$ cat config.mk
export PLATFORM = sky130hd
export DESIGN_NAME = motor_fb_emu_flat
export DESIGN_NICKNAME = d
export VERILOG_FILES = /design/src/rtl/motor_pkg.sv /design/src/rtl/motor_fb_emu_if.sv /design/src/rtl/fb_pulse_nco.sv /design/src/rtl/motor_fb_emu.sv /design/src/flat_wrapper.sv
export SDC_FILE = /design/constraint.sdc
export NUM_CORES = 1
export LEC_CHECK = 0
export ABC_AREA = 1
export CELL_PAD_IN_SITES_DETAIL_PLACEMENT = 2
export CELL_PAD_IN_SITES_GLOBAL_PLACEMENT = 2
export CORE_MARGIN = 3
export CORE_UTILIZATION = 39
export CTS_BUF_LIST = sky130_fd_sc_hd__clkbuf_8
export DETAILED_ROUTE_END_ITERATION = 12
export GPL_TIMING_DRIVEN = 0
export MAX_ROUTING_LAYER = met4
export PLACE_DENSITY = 0.95
export SYNTH_ARGS = -nofsm -noshare
export SYNTH_HDL_FRONTEND = slang
export SYNTH_SLANG_ARGS = --single-unit
$ cat constraint.sdc
create_clock -name clk -period 7.39 [get_ports clk]
set_input_delay 1.1085 -clock clk [delete_from_list [all_inputs] [get_ports clk]]
set_output_delay 1.1085 -clock clk [all_outputs]
set_load 0.02 [all_outputs]
$ cat src/rtl/motor_pkg.sv
// Shared types and helpers for the motor/encoder emulator.
// Drive-mode enumeration, mode decode and default widths.
package motor_pkg;

  localparam int DEF_PERIOD_W = 14;
  localparam int DEF_PULSE_W  = 64;

  typedef enum logic [2:0] {
    STANDBY = 3'd0,
    BRAKE   = 3'd1,
    FWD     = 3'd2,
    REV     = 3'd3,
    COAST   = 3'd4
  } drv_mode_t;

  // Driver truth table: STBY low overrides, otherwise IN1/IN2 pick the mode.
  function automatic drv_mode_t decode_mode(input logic stnby, input logic in1, input logic in2);
    drv_mode_t m;
    if (!stnby) begin
      m = STANDBY;
    end else begin
      case ({in1, in2})
        2'b11:   m = BRAKE;
        2'b10:   m = FWD;
        2'b01:   m = REV;
        default: m = COAST;
      endcase
    end
    return m;
  endfunction

endpackage

$ cat src/rtl/motor_fb_emu_if.sv
// Motor-driver PMOD side (pwm/in1/in2/stnby) and feedback side of the emulator.
// Optional pulse_cnt member is present when MOTOR_FB_EMU_PCNT_EN is defined.
interface motor_fb_emu_if #(
  parameter int PERIOD_W = motor_pkg::DEF_PERIOD_W
);
  logic                pwm;
  logic                in1;
  logic                in2;
  logic                stnby;
  logic                fb;
  logic                fb_dir;
  logic [PERIOD_W-1:0] duty;
  logic                duty_vld;
  logic [PERIOD_W:0]   speed;
  logic                drop;
`ifdef MOTOR_FB_EMU_PCNT_EN
  logic [15:0]         pulse_cnt;
`endif

  // Driver side: produces the drive signals, observes the feedback.
  modport master (
    output pwm, output in1, output in2, output stnby,
    input fb, input fb_dir, input duty, input duty_vld, input speed, input drop
`ifdef MOTOR_FB_EMU_PCNT_EN
    , input pulse_cnt
`endif
  );

  // Emulator side.
  modport slave (
    input pwm, input in1, input in2, input stnby,
    output fb, output fb_dir, output duty, output duty_vld, output speed, output drop
`ifdef MOTOR_FB_EMU_PCNT_EN
    , output pulse_cnt
`endif
  );
endinterface

$ cat src/rtl/fb_pulse_nco.sv
// Feedback pulse generator: phase accumulator whose carry launches a
// fixed-width pulse. Carries during a pulse are lost and flagged in drop_o.
// pulse_cnt_o exists only when MOTOR_FB_EMU_PCNT_EN is defined.
module fb_pulse_nco #(
  parameter int NCO_W   = 24,
  parameter int PULSE_W = 64,
  parameter int INC_W   = 15
) (
  input  logic             clk,
  input  logic             rst,
  input  logic [INC_W-1:0] inc_i,
  output logic             fb_o,
  output logic             drop_o
`ifdef MOTOR_FB_EMU_PCNT_EN
  , output logic [15:0]    pulse_cnt_o
`endif
);
  localparam int CNT_W = (PULSE_W > 1) ? $clog2(PULSE_W) : 1;
  localparam logic [CNT_W-1:0] CNT_LAST = CNT_W'(PULSE_W - 1);

  logic [NCO_W-1:0] phase_q;
  logic [NCO_W:0]   inc_ext_s;
  logic [NCO_W:0]   phase_sum_s;
  logic             carry_s;
  logic             fb_q;
  logic             drop_q;
  logic [CNT_W-1:0] cnt_q;
`ifdef MOTOR_FB_EMU_PCNT_EN
  logic [15:0]      pcnt_q;
`endif

  // Accumulate |speed|; the bit above the phase is the carry.
  always_comb begin
    inc_ext_s              = '0;
    inc_ext_s[INC_W-1:0]   = inc_i;
    phase_sum_s            = {1'b0, phase_q} + inc_ext_s;
    carry_s                = phase_sum_s[NCO_W];
  end

  // Phase register, pulse stretcher and sticky drop flag.
  always_ff @(posedge clk) begin
    if (rst) begin
      phase_q <= '0;
      fb_q    <= 1'b0;
      cnt_q   <= '0;
      drop_q  <= 1'b0;
`ifdef MOTOR_FB_EMU_PCNT_EN
      pcnt_q  <= 16'd0;
`endif
    end else begin
      phase_q <= phase_sum_s[NCO_W-1:0];
      if (fb_q) begin
        // A pulse is in flight: never extend it, just record the lost carry.
        if (carry_s) begin
          drop_q <= 1'b1;
        end
        if (cnt_q == '0) begin
          fb_q <= 1'b0;
        end else begin
          cnt_q <= cnt_q - 1'b1;
        end
      end else if (carry_s) begin
        fb_q   <= 1'b1;
        cnt_q  <= CNT_LAST;
`ifdef MOTOR_FB_EMU_PCNT_EN
        pcnt_q <= pcnt_q + 16'd1;
`endif
      end
    end
  end

  assign fb_o   = fb_q;
  assign drop_o = drop_q;
`ifdef MOTOR_FB_EMU_PCNT_EN
  assign pulse_cnt_o = pcnt_q;
`endif

endmodule

$ cat src/rtl/motor_fb_emu.sv
// Single-channel motor + encoder emulator for hardware-in-loop builds.
// Measures PWM duty per 2^PERIOD_W-cycle window, decodes drive mode,
// models speed as a first-order lag and emits speed-proportional pulses.
// Optional feature macro: MOTOR_FB_EMU_PCNT_EN (adds pulse_cnt).
module motor_fb_emu
  import motor_pkg::*;
#(
  parameter int PERIOD_W  = DEF_PERIOD_W,
  parameter int LAG_SHIFT = 4,
  parameter int NCO_W     = 24,
  parameter int PULSE_W   = DEF_PULSE_W
) (
  input logic           clk,
  input logic           rst,
  motor_fb_emu_if.slave bus
);
  localparam logic [PERIOD_W-1:0]        WMAX   = {PERIOD_W{1'b1}};
  localparam logic signed [PERIOD_W+1:0] SAT_HI = $signed({2'b00, WMAX});
  localparam logic signed [PERIOD_W+1:0] SAT_LO = -SAT_HI;
  localparam logic signed [PERIOD_W:0]   SPD_HI = $signed({1'b0, WMAX});
  localparam logic signed [PERIOD_W:0]   SPD_LO = -SPD_HI;
  localparam logic signed [PERIOD_W+1:0] POS1   = {{(PERIOD_W+1){1'b0}}, 1'b1};
  localparam logic signed [PERIOD_W+1:0] NEG1   = {(PERIOD_W+2){1'b1}};

  // Synchronizer stages, bit order {stnby, in1, in2, pwm}.
  logic [3:0]                  sync1_q, sync2_q;
  logic [PERIOD_W-1:0]         wcnt_q;
  logic [PERIOD_W:0]           hcnt_q, hcnt_inc_s;
  logic [PERIOD_W-1:0]         duty_q, duty_sat_s;
  logic                        duty_vld_q;
  logic signed [PERIOD_W:0]    target_q, target_s;
  logic                        brake_q;
  logic signed [PERIOD_W:0]    speed_q, speed_d;
  logic                        fb_dir_q;
  logic signed [PERIOD_W+1:0]  diff_s, step_raw_s, step_s, sum_s;
  logic [PERIOD_W:0]           speed_abs_s;
  logic                        window_end_s;
  drv_mode_t                   mode_s;

  // Window-end bookkeeping: current-cycle high count, clamp and target.
  always_comb begin
    window_end_s = (wcnt_q == WMAX);
    hcnt_inc_s   = hcnt_q + {{PERIOD_W{1'b0}}, sync2_q[0]};
    if (hcnt_inc_s > {1'b0, WMAX}) begin
      duty_sat_s = WMAX;
    end else begin
      duty_sat_s = hcnt_inc_s[PERIOD_W-1:0];
    end
    mode_s = decode_mode(sync2_q[3], sync2_q[2], sync2_q[1]);
    case (mode_s)
      FWD:     target_s = $signed({1'b0, duty_sat_s});
      REV:     target_s = -$signed({1'b0, duty_sat_s});
      default: target_s = '0;
    endcase
  end

  // Lag filter: step toward target, forcing at least one LSB so it lands exactly.
  always_comb begin
    diff_s     = $signed({target_q[PERIOD_W], target_q}) - $signed({speed_q[PERIOD_W], speed_q});
    step_raw_s = diff_s >>> LAG_SHIFT;
    if ((step_raw_s == '0) && (diff_s != '0)) begin
      step_s = diff_s[PERIOD_W+1] ? NEG1 : POS1;
    end else begin
      step_s = step_raw_s;
    end
    sum_s = $signed({speed_q[PERIOD_W], speed_q}) + step_s;
    if (!duty_vld_q) begin
      speed_d = speed_q;
    end else if (brake_q) begin
      speed_d = '0;
    end else if (sum_s > SAT_HI) begin
      speed_d = SPD_HI;
    end else if (sum_s < SAT_LO) begin
      speed_d = SPD_LO;
    end else begin
      speed_d = sum_s[PERIOD_W:0];
    end
    speed_abs_s = speed_q[PERIOD_W] ? -speed_q : speed_q;
  end

  // Input synchronizers, window/high counters, duty capture and speed state.
  always_ff @(posedge clk) begin
    if (rst) begin
      sync1_q    <= 4'd0;
      sync2_q    <= 4'd0;
      wcnt_q     <= '0;
      hcnt_q     <= '0;
      duty_q     <= '0;
      duty_vld_q <= 1'b0;
      target_q   <= '0;
      brake_q    <= 1'b0;
      speed_q    <= '0;
      fb_dir_q   <= 1'b0;
    end else begin
      sync1_q <= {bus.stnby, bus.in1, bus.in2, bus.pwm};
      sync2_q <= sync1_q;
      wcnt_q  <= wcnt_q + 1'b1;
      if (window_end_s) begin
        hcnt_q     <= '0;
        duty_q     <= duty_sat_s;
        duty_vld_q <= 1'b1;
        target_q   <= target_s;
        brake_q    <= (mode_s == BRAKE);
      end else begin
        hcnt_q     <= hcnt_inc_s;
        duty_vld_q <= 1'b0;
      end
      speed_q  <= speed_d;
      fb_dir_q <= speed_d[PERIOD_W];
    end
  end

  fb_pulse_nco #(
    .NCO_W   (NCO_W),
    .PULSE_W (PULSE_W),
    .INC_W   (PERIOD_W + 1)
  ) u_nco (
    .clk    (clk),
    .rst    (rst),
    .inc_i  (speed_abs_s),
    .fb_o   (bus.fb),
    .drop_o (bus.drop)
`ifdef MOTOR_FB_EMU_PCNT_EN
    , .pulse_cnt_o (bus.pulse_cnt)
`endif
  );

  assign bus.duty     = duty_q;
  assign bus.duty_vld = duty_vld_q;
  assign bus.speed    = speed_q;
  assign bus.fb_dir   = fb_dir_q;

endmodule

$ cat src/flat_wrapper.sv
// flat-port wrapper written by rule: the top's interface ports become plain ports
module motor_fb_emu_flat import motor_pkg::*;
#(
  parameter int PERIOD_W  = DEF_PERIOD_W,
  parameter int LAG_SHIFT = 4,
  parameter int NCO_W     = 24,
  parameter int PULSE_W   = DEF_PULSE_W
)
  (clk, rst, bus_pwm, bus_in1, bus_in2, bus_stnby, bus_fb, bus_fb_dir, bus_duty, bus_duty_vld, bus_speed, bus_drop);
  motor_fb_emu_if #(.PERIOD_W(PERIOD_W)) bus_i ();
  input logic clk;
  input logic rst;
  input wire logic [$bits(bus_i.pwm)-1:0] bus_pwm;
  input wire logic [$bits(bus_i.in1)-1:0] bus_in1;
  input wire logic [$bits(bus_i.in2)-1:0] bus_in2;
  input wire logic [$bits(bus_i.stnby)-1:0] bus_stnby;
  output wire logic [$bits(bus_i.fb)-1:0] bus_fb;
  output wire logic [$bits(bus_i.fb_dir)-1:0] bus_fb_dir;
  output wire logic [$bits(bus_i.duty)-1:0] bus_duty;
  output wire logic [$bits(bus_i.duty_vld)-1:0] bus_duty_vld;
  output wire logic [$bits(bus_i.speed)-1:0] bus_speed;
  output wire logic [$bits(bus_i.drop)-1:0] bus_drop;
  assign bus_i.pwm = bus_pwm;
  assign bus_i.in1 = bus_in1;
  assign bus_i.in2 = bus_in2;
  assign bus_i.stnby = bus_stnby;
  assign bus_fb = bus_i.fb;
  assign bus_fb_dir = bus_i.fb_dir;
  assign bus_duty = bus_i.duty;
  assign bus_duty_vld = bus_i.duty_vld;
  assign bus_speed = bus_i.speed;
  assign bus_drop = bus_i.drop;
  motor_fb_emu #(.PERIOD_W(PERIOD_W), .LAG_SHIFT(LAG_SHIFT), .NCO_W(NCO_W), .PULSE_W(PULSE_W)) u_core (.clk(clk), .rst(rst), .bus(bus_i));
endmodule
* Word level (Yosys, flattened, before mapping)
Index checks and enable logic that the tools add are counted.
Cells by class: add/sub/neg operators 8, reductions and logical operators 8, magnitude comparators 3, muxes and demuxes 18, equal/unequal tests 8
Operators by type and width (number):
- 15-bit two-way mux | 5
- 16-bit two-way mux | 2
- 15-bit case mux with 2 select lines | 1
- 24-bit by 15-bit adder with 25-bit output | 1
- 6-bit two-way mux | 3
- 15-bit by 16-bit adder with 16-bit output | 1
- 16-bit by 15-bit > comparator with 1-bit output, second input constant | 1
- 16-bit logical NOT | 1
- 16-bit by 15-bit < comparator with 1-bit output, second input constant | 1
- 16-bit nonzero test | 1
- 15-bit by 15-bit subtractor with 16-bit output | 1
- 15-bit by 1-bit adder with 15-bit output | 1
- 15-bit by 14-bit > comparator with 1-bit output, second input constant | 1
- 14-bit negator with 15-bit output | 1
- 15-bit negator | 1
- 14-bit by 1-bit adder with 14-bit output, second input constant | 1
- 14-bit equality test, second input constant | 1
- 14-bit two-way mux | 1
- 3-bit case mux with 3 select lines | 1
- 3-bit by 2-bit equality test with 1-bit output, second input constant | 2
- 6-bit logical NOT | 1
- 6-bit by 1-bit subtractor with 6-bit output, second input constant | 1
- 2-bit equality test, second input constant | 2
- 1-bit two-way mux | 4
- other kinds (8) | 9
Word-level totals: input port bits 6, logic and storage cells 59, bits in registers 115

* Longest topological paths before layout
depth in word-level cells 10, depth in mapped cells 32

* By module
Synthesis repeated with hierarchy kept, for this count alone.
Unflattened totals: cell total of the unflattened synthesis 1220, area total of the unflattened synthesis 7925.1 um^2
Modules (own cells, without submodules):
- motor_fb_emu | instances 1, cells an instance 885, sequential area each 1661.6 um^2, area each 5756.8 um^2
- fb_pulse_nco | instances 1, cells an instance 335, sequential area each 640.6 um^2, area each 2168.3 um^2

* Least setup slack after synthesis
No wires, ideal clock.
path kind reg2reg, start point register u_core.speed_q[0] (netlist: u_core.bus.speed[0]), end point register u_core.speed_q[8] (netlist: u_core.bus.speed[8]), buffers on the path 1, arrival 3.955 ns, setup time 0.132 ns, slack 3.303 ns, stages on the path, launching flop included 29, period minus slack after synthesis 4.087 ns, cell sequence dfxtp_1 > ha_1 > fa_1 > nand3b_1 > nand2_1 > a21boi_0 > o21ai_0 > nand2_1 > nand2_1 > nand2_1 > nand2_1 > nand2_1 > nor2_1 > nand4_1 > nand2_1 > ha_1 > fa_1 > or2_2 > nor2_1 > nand3_1 > nor2_1 > nand3_1 > nor2_1 > nand3_1 > nand2_1 > nand2_2 > buf_6 > nand3b_1 > a21oi_1
Between the ends: longest elaborated chain between the ends 9
Ends and longest elaborated chain:
- from (decl) | line motor_fb_emu.sv:33 | logic signed [PERIOD_W:0] speed_q, speed_d;
- from (signal assigned) | line motor_fb_emu.sv:108 | speed_q <= speed_d;
- 15-bit by 15-bit subtractor with 16-bit output | line motor_fb_emu.sv:59 | diff_s = $signed({target_q[PERIOD_W], target_q}) - $signed({speed_q[PERIOD_W], speed_q});
- 16-bit logical NOT / 16-bit nonzero test (equally long branches) | line motor_fb_emu.sv:61 | if ((step_raw_s == '0) && (diff_s != '0)) begin
- 1-bit logical AND | line motor_fb_emu.sv:61
- 16-bit two-way mux | line motor_fb_emu.sv:61
- 15-bit by 16-bit adder with 16-bit output (*) | line motor_fb_emu.sv:66 | sum_s = $signed({speed_q[PERIOD_W], speed_q}) + step_s;
- 16-bit by 15-bit < comparator with 1-bit output | line motor_fb_emu.sv:73 | end else if (sum_s < SAT_LO) begin
- 15-bit two-way mux | line motor_fb_emu.sv:73
- 15-bit two-way mux (*) | line motor_fb_emu.sv:71 | end else if (sum_s > SAT_HI) begin
- 15-bit two-way mux (*) | line motor_fb_emu.sv:69 | end else if (brake_q) begin
Mark *: on every way between the ends. The rest lies on a longest branch, timed or not. A chain may end at the register's enable or synchronous reset.

* Worst setup path in the final report
start point register u_core.speed_q[2] (netlist: u_core.bus.speed[2]), end point register u_core.speed_q[8] (netlist: u_core.bus.speed[8])
The elaborated chain is that of the path after synthesis.

==> impl_metrics.csv <==
group,metric,value,unit
clock_network,clockBufferDepth,2,
route,drcViolationCount,0,
timing,clock_skew,0.0151,ns
floorplan,coreArea,0.0189,mm^2
critical_path,crit_family,"simple AND/OR/NAND/NOR gates",
global_routing,grt-ovfl-total,0,
critical_path,timing.critical_path.mode_cell,"sky130_fd_sc_hd__nand3_1",
timing,timing.final.hold_violations,0,
critical_path,worst_setup_path_end,"u_core.bus.speed[8]",
critical_path,critical_path_depth,26,
pwr,p_comb_frac,0.038,
global_routing,grt_max_degree,17,
critical_path,reg2regPathDepth,26,
final_layout,design.final.nets,1206,
synth,synth-seq-area-share,0.305,
critical_path,setup.worst_path.start_class,"flop",
status,status,"finished clean",
critical_path,timing.setup.critical_path_class,"reg -> reg",
critical_path,reg2reg_slack,2.10,ns
timing,layout_worst_path_cycle_share,0.716,
floorplan,width_of_the_die,145,um
timing,maxClockFrequency,0.189,GHz
synth,synth.distinct_cells,56,
timing,drv_slew,0,
route,drt-vias-per-instance,5.71,
pwr,power.density_cell_area,154,mW/mm^2
synth,synthesis.area_per_instance,6.96,um^2
synth,synth-async-reset-ratio,0,
timing,final-setup-viol-count,0,
pwr,cell_internal_pwr,0.000991,W
pwr,clock_share_of_power,0.493,
timing,worst_slew_slack_as_a_fraction_of_its_limit,0.497,
critical_path,worst_setup_path_end_kind,"flop",
global_routing,grt_antenna_before_repair,0,
clock_network,cts_made_buffers,17,
synth,gate_count_after_technology_mapping,1086,
clock_network,cts.htree.levels,4,
place,io_buffer_count,37,
route,met2RoutedLength,16.9,mm
pwr,switching_share,0.257,
route,highest_layer,"met4",
critical_path,critical_path.reg2reg.startpoint,"u_core.bus.speed[2]",
clock_network,clock_sink_count,115,
synth,post_synth_instance_area,0.00756,mm^2
timing,rsz0062_at_grt,"no",
critical_path,capturing_point_of_the_worst_reg2reg_path,"u_core.bus.speed[8]",
flow_run,maxCapViolCount,0,
pwr,power.static_leakage,4.01,nW
clock_network,root_buffer,"sky130_fd_sc_hd__clkbuf_8",
final_layout,postLayoutCoreUtil,0.459,
place,place.detailed.hpwl,22.8,mm
critical_path,critical_path.slowest_cell,"sky130_fd_sc_hd__dfxtp_1",
critical_path,cp_num_buf_inv,2,
critical_path,timing.critical_path.arrival,5.61,ns
timing,minimum_clock_period_after_layout,5.29,ns
synth,postSynthRegisterBits,115,
final_layout,final_layout_size_suffix_gt1_frac,0.0814,
critical_path,timing.critical_path.slowest_cell_delay,0.56,ns
floorplan,io_pins,39,
global_routing,grt_pass1_wl,53.4,mm
clock_network,cts_tree,"yes",
timing,worst_slew_pin_slew,0.754,ns
floorplan,initial_core_utilization,0.400,
route,drtIter0Drc,416,
min_path,hold_path.class,"reg -> reg",
pwr,peakVddDrop,0.000161,V
critical_path,critical_path_required,7.71,ns
synth,ys.flop_type,"sky130_fd_sc_hd__dfxtp_1",
clock_network,post_cts.repair.setup_buffers,0,
final_layout,final_cell_count_no_fill,1415,
route,dr.pass1.iters,5,
pwr,p_switching,0.000342,W
route,detail_route.wl_per_cell,23.6,um
floorplan,rows,50,
route,ant_nets,0,
place,gp_congestion,0.912,
critical_path,worstPathMaxFanout,10,
synth,synth-edff-count,0,
global_routing,first_global_vias,9304,
pwr,power.sequential.fraction,0.469,
route,drt_wl_total,33.4,mm
floorplan,vert_die_dim,145,um
route,met1_length,13.3,mm
clock_network,cts.repair.resized,0,
final_layout,area_growth_syn_to_layout,14.7,%
route,via_count,8086,
timing,finalSetupTns,0,ns
synth,syn-num-nets,1150,
final_layout,diodes,0,
place,placed_cells,1383,
global_routing,grtUsageTotal,0.329,
clock_network,clkLatencyLatePin,0.48,ns
clock_network,hold_buf_count_cts,0,
critical_path,startpoint,"u_core.bus.speed[2]",
synth,synth.yosys.warnings,0,
floorplan,dieArea,0.0211,mm^2
route,met3RoutedLength,1.29,mm
clock_network,clkTransAtPathRegs,0.07,ns
[worst min path at each step]
| stage | from | to | cells past startpoint | slack, ns |
|---|---|---|---|---|
| 3_5_place_dp | u_core.sync1_q[2] | u_core.sync2_q[2] | 2 | 0.41 |
| 6_report | u_core.sync1_q[1] | u_core.sync2_q[1] | 2 | 0.43 |
| 4_1_cts | u_core.sync1_q[1] | u_core.sync2_q[1] | 2 | 0.43 |
| 2_1_floorplan | u_core.sync1_q[0] | u_core.sync2_q[0] | 2 | 0.39 |
| 3_3_place_gp | u_core.sync1_q[3] | u_core.sync2_q[3] | 2 | 0.39 |
| 5_1_grt | u_core.sync1_q[1] | u_core.sync2_q[1] | 2 | 0.46 |
[placed cells by master (no fill, tap or decap), drive strengths merged, types with 2 or more instances in the layout]
cell and instances:
nand2 244, inv 157, nor2 121, dfxtp 115
a21oi 102, nand3 86, o21ai 62, ha 55
clkdlybuf4s50 37, clkbuf 32, xor2 29, nand4 16
nor3 16, xnor2 11, o21a 9, nand3b 9
nor4 6, clkinv 6, buf 6, o211ai 4
o31ai 3, fa 3, bufinv 3, a21boi 3
a31oi 2, or2 2, o311ai 2, a22o 2
clkinvlp 2
[sequential cells by signal, indices dropped and copies added (netlist names)]
register / count
u_core.u_nco.phase_q: 24
u_core.hcnt_q: 15
u_core.target_q: 15
u_core.bus.duty: 14
u_core.bus.speed: 14
u_core.wcnt_q: 14
u_core.u_nco.cnt_q: 6
u_core.sync1_q: 4
u_core.sync2_q: 4
u_core.brake_q: 1
u_core.bus.duty_vld: 1
u_core.bus.fb_dir: 1
u_core.u_nco.drop_o: 1
u_core.u_nco.fb_o: 1
[per-stage QoR]
step	cell area [um^2]	setup slack [ns]	hold slack, ns	total power (W)
2_1_floorplan	7560	3.30	0.388	0.000669
6_report	8660	2.10	0.426	0.00133
3_3_place_gp	8250	2.69	0.392	0.000682
4_1_cts	8660	2.18	0.426	0.00134
3_5_place_dp	8250	2.38	0.407	0.000687
5_1_grt	8660	1.82	0.458	0.00136
[worst register-to-register path, cell delays in order (launching register included)]
cell	delay, ns
sky130_fd_sc_hd__dfxtp_1	0.56
sky130_fd_sc_hd__inv_1	0.17
sky130_fd_sc_hd__ha_1	0.42
sky130_fd_sc_hd__nand2_1	0.12
sky130_fd_sc_hd__o21ai_1	0.39
sky130_fd_sc_hd__nand3_1	0.22
sky130_fd_sc_hd__nand3_1	0.24
sky130_fd_sc_hd__a21oi_1	0.13
sky130_fd_sc_hd__xor2_1	0.34
sky130_fd_sc_hd__nand2_1	0.10
sky130_fd_sc_hd__nor2_1	0.11
sky130_fd_sc_hd__nand4_1	0.09
sky130_fd_sc_hd__nand2_1	0.08
sky130_fd_sc_hd__ha_1	0.21
sky130_fd_sc_hd__fa_1	0.46
sky130_fd_sc_hd__or2_2	0.29
sky130_fd_sc_hd__nor2_1	0.12
sky130_fd_sc_hd__nand3_1	0.10
sky130_fd_sc_hd__nor2_1	0.11
sky130_fd_sc_hd__nand3_1	0.08
sky130_fd_sc_hd__nor2_1	0.11
sky130_fd_sc_hd__nand3_1	0.11
sky130_fd_sc_hd__nand2_1	0.11
sky130_fd_sc_hd__nand2_2	0.11
sky130_fd_sc_hd__buf_6	0.17
sky130_fd_sc_hd__nand3b_1	0.10
sky130_fd_sc_hd__a21oi_1	0.09
[power by group through the flow]
stage	clock, W	combinational, W	sequential, W
floorplan	0	0.0000302	0.000639
global placement	0	0.0000428	0.000639
detailed placement	0	0.0000473	0.000639
CTS	0.000664	0.0000505	0.000625
global route	0.000681	0.0000557	0.000626
finish	0.000657	0.0000513	0.000625
[synthesized netlist by cell type, drive strengths merged, types with 6 or more instances]
cell type,n,share of area
ha,55,0.091
nand3b,9,0.0089
nand4,16,0.015
xor2,29,0.037
nor3,16,0.014
clkbuf,12,0.0060
inv,155,0.077
dfxtp,115,0.30
o21a,9,0.0089
nand3,86,0.063
o21ai,62,0.042
nor2,121,0.075
nand2,244,0.13
buf,6,0.0060
a21oi,102,0.068
xnor2,11,0.014
nor4,6,0.0050
[final cells by class]
| type | count | area, um^2 |
|---|---|---|
| multi-input cells | 797 | 4580 |
| clock inverters | 12 | 138 |
| plain buffers | 18 | 90.1 |
| inverters | 156 | 586 |
| well taps | 260 | 325 |
| fillers | 2240 | 10200 |
| repair buffers | 37 | 370 |
| clock buffers | 20 | 275 |
| flip-flops and latches | 115 | 2300 |
[kinds of logic after synthesis]
kind of cell,Yosys count,share of synthesized area
xor gates and xnor gates,40,0.0508
AOI/OAI and AO/OA,198,0.145
buffers and inverters,174,0.0894
adders and majority gates,58,0.0990
DFF,115,0.305
and+or+nand+nor,501,0.311
[routing by layer]
metal  up-vias  global-route usage
met2       262               0.577
met1      4025               0.353
li1       3668                   -
met3       131              0.0484
met5         -                   -
met4         0               0.196
Note: power is estimated with default switching activity, not from simulation.
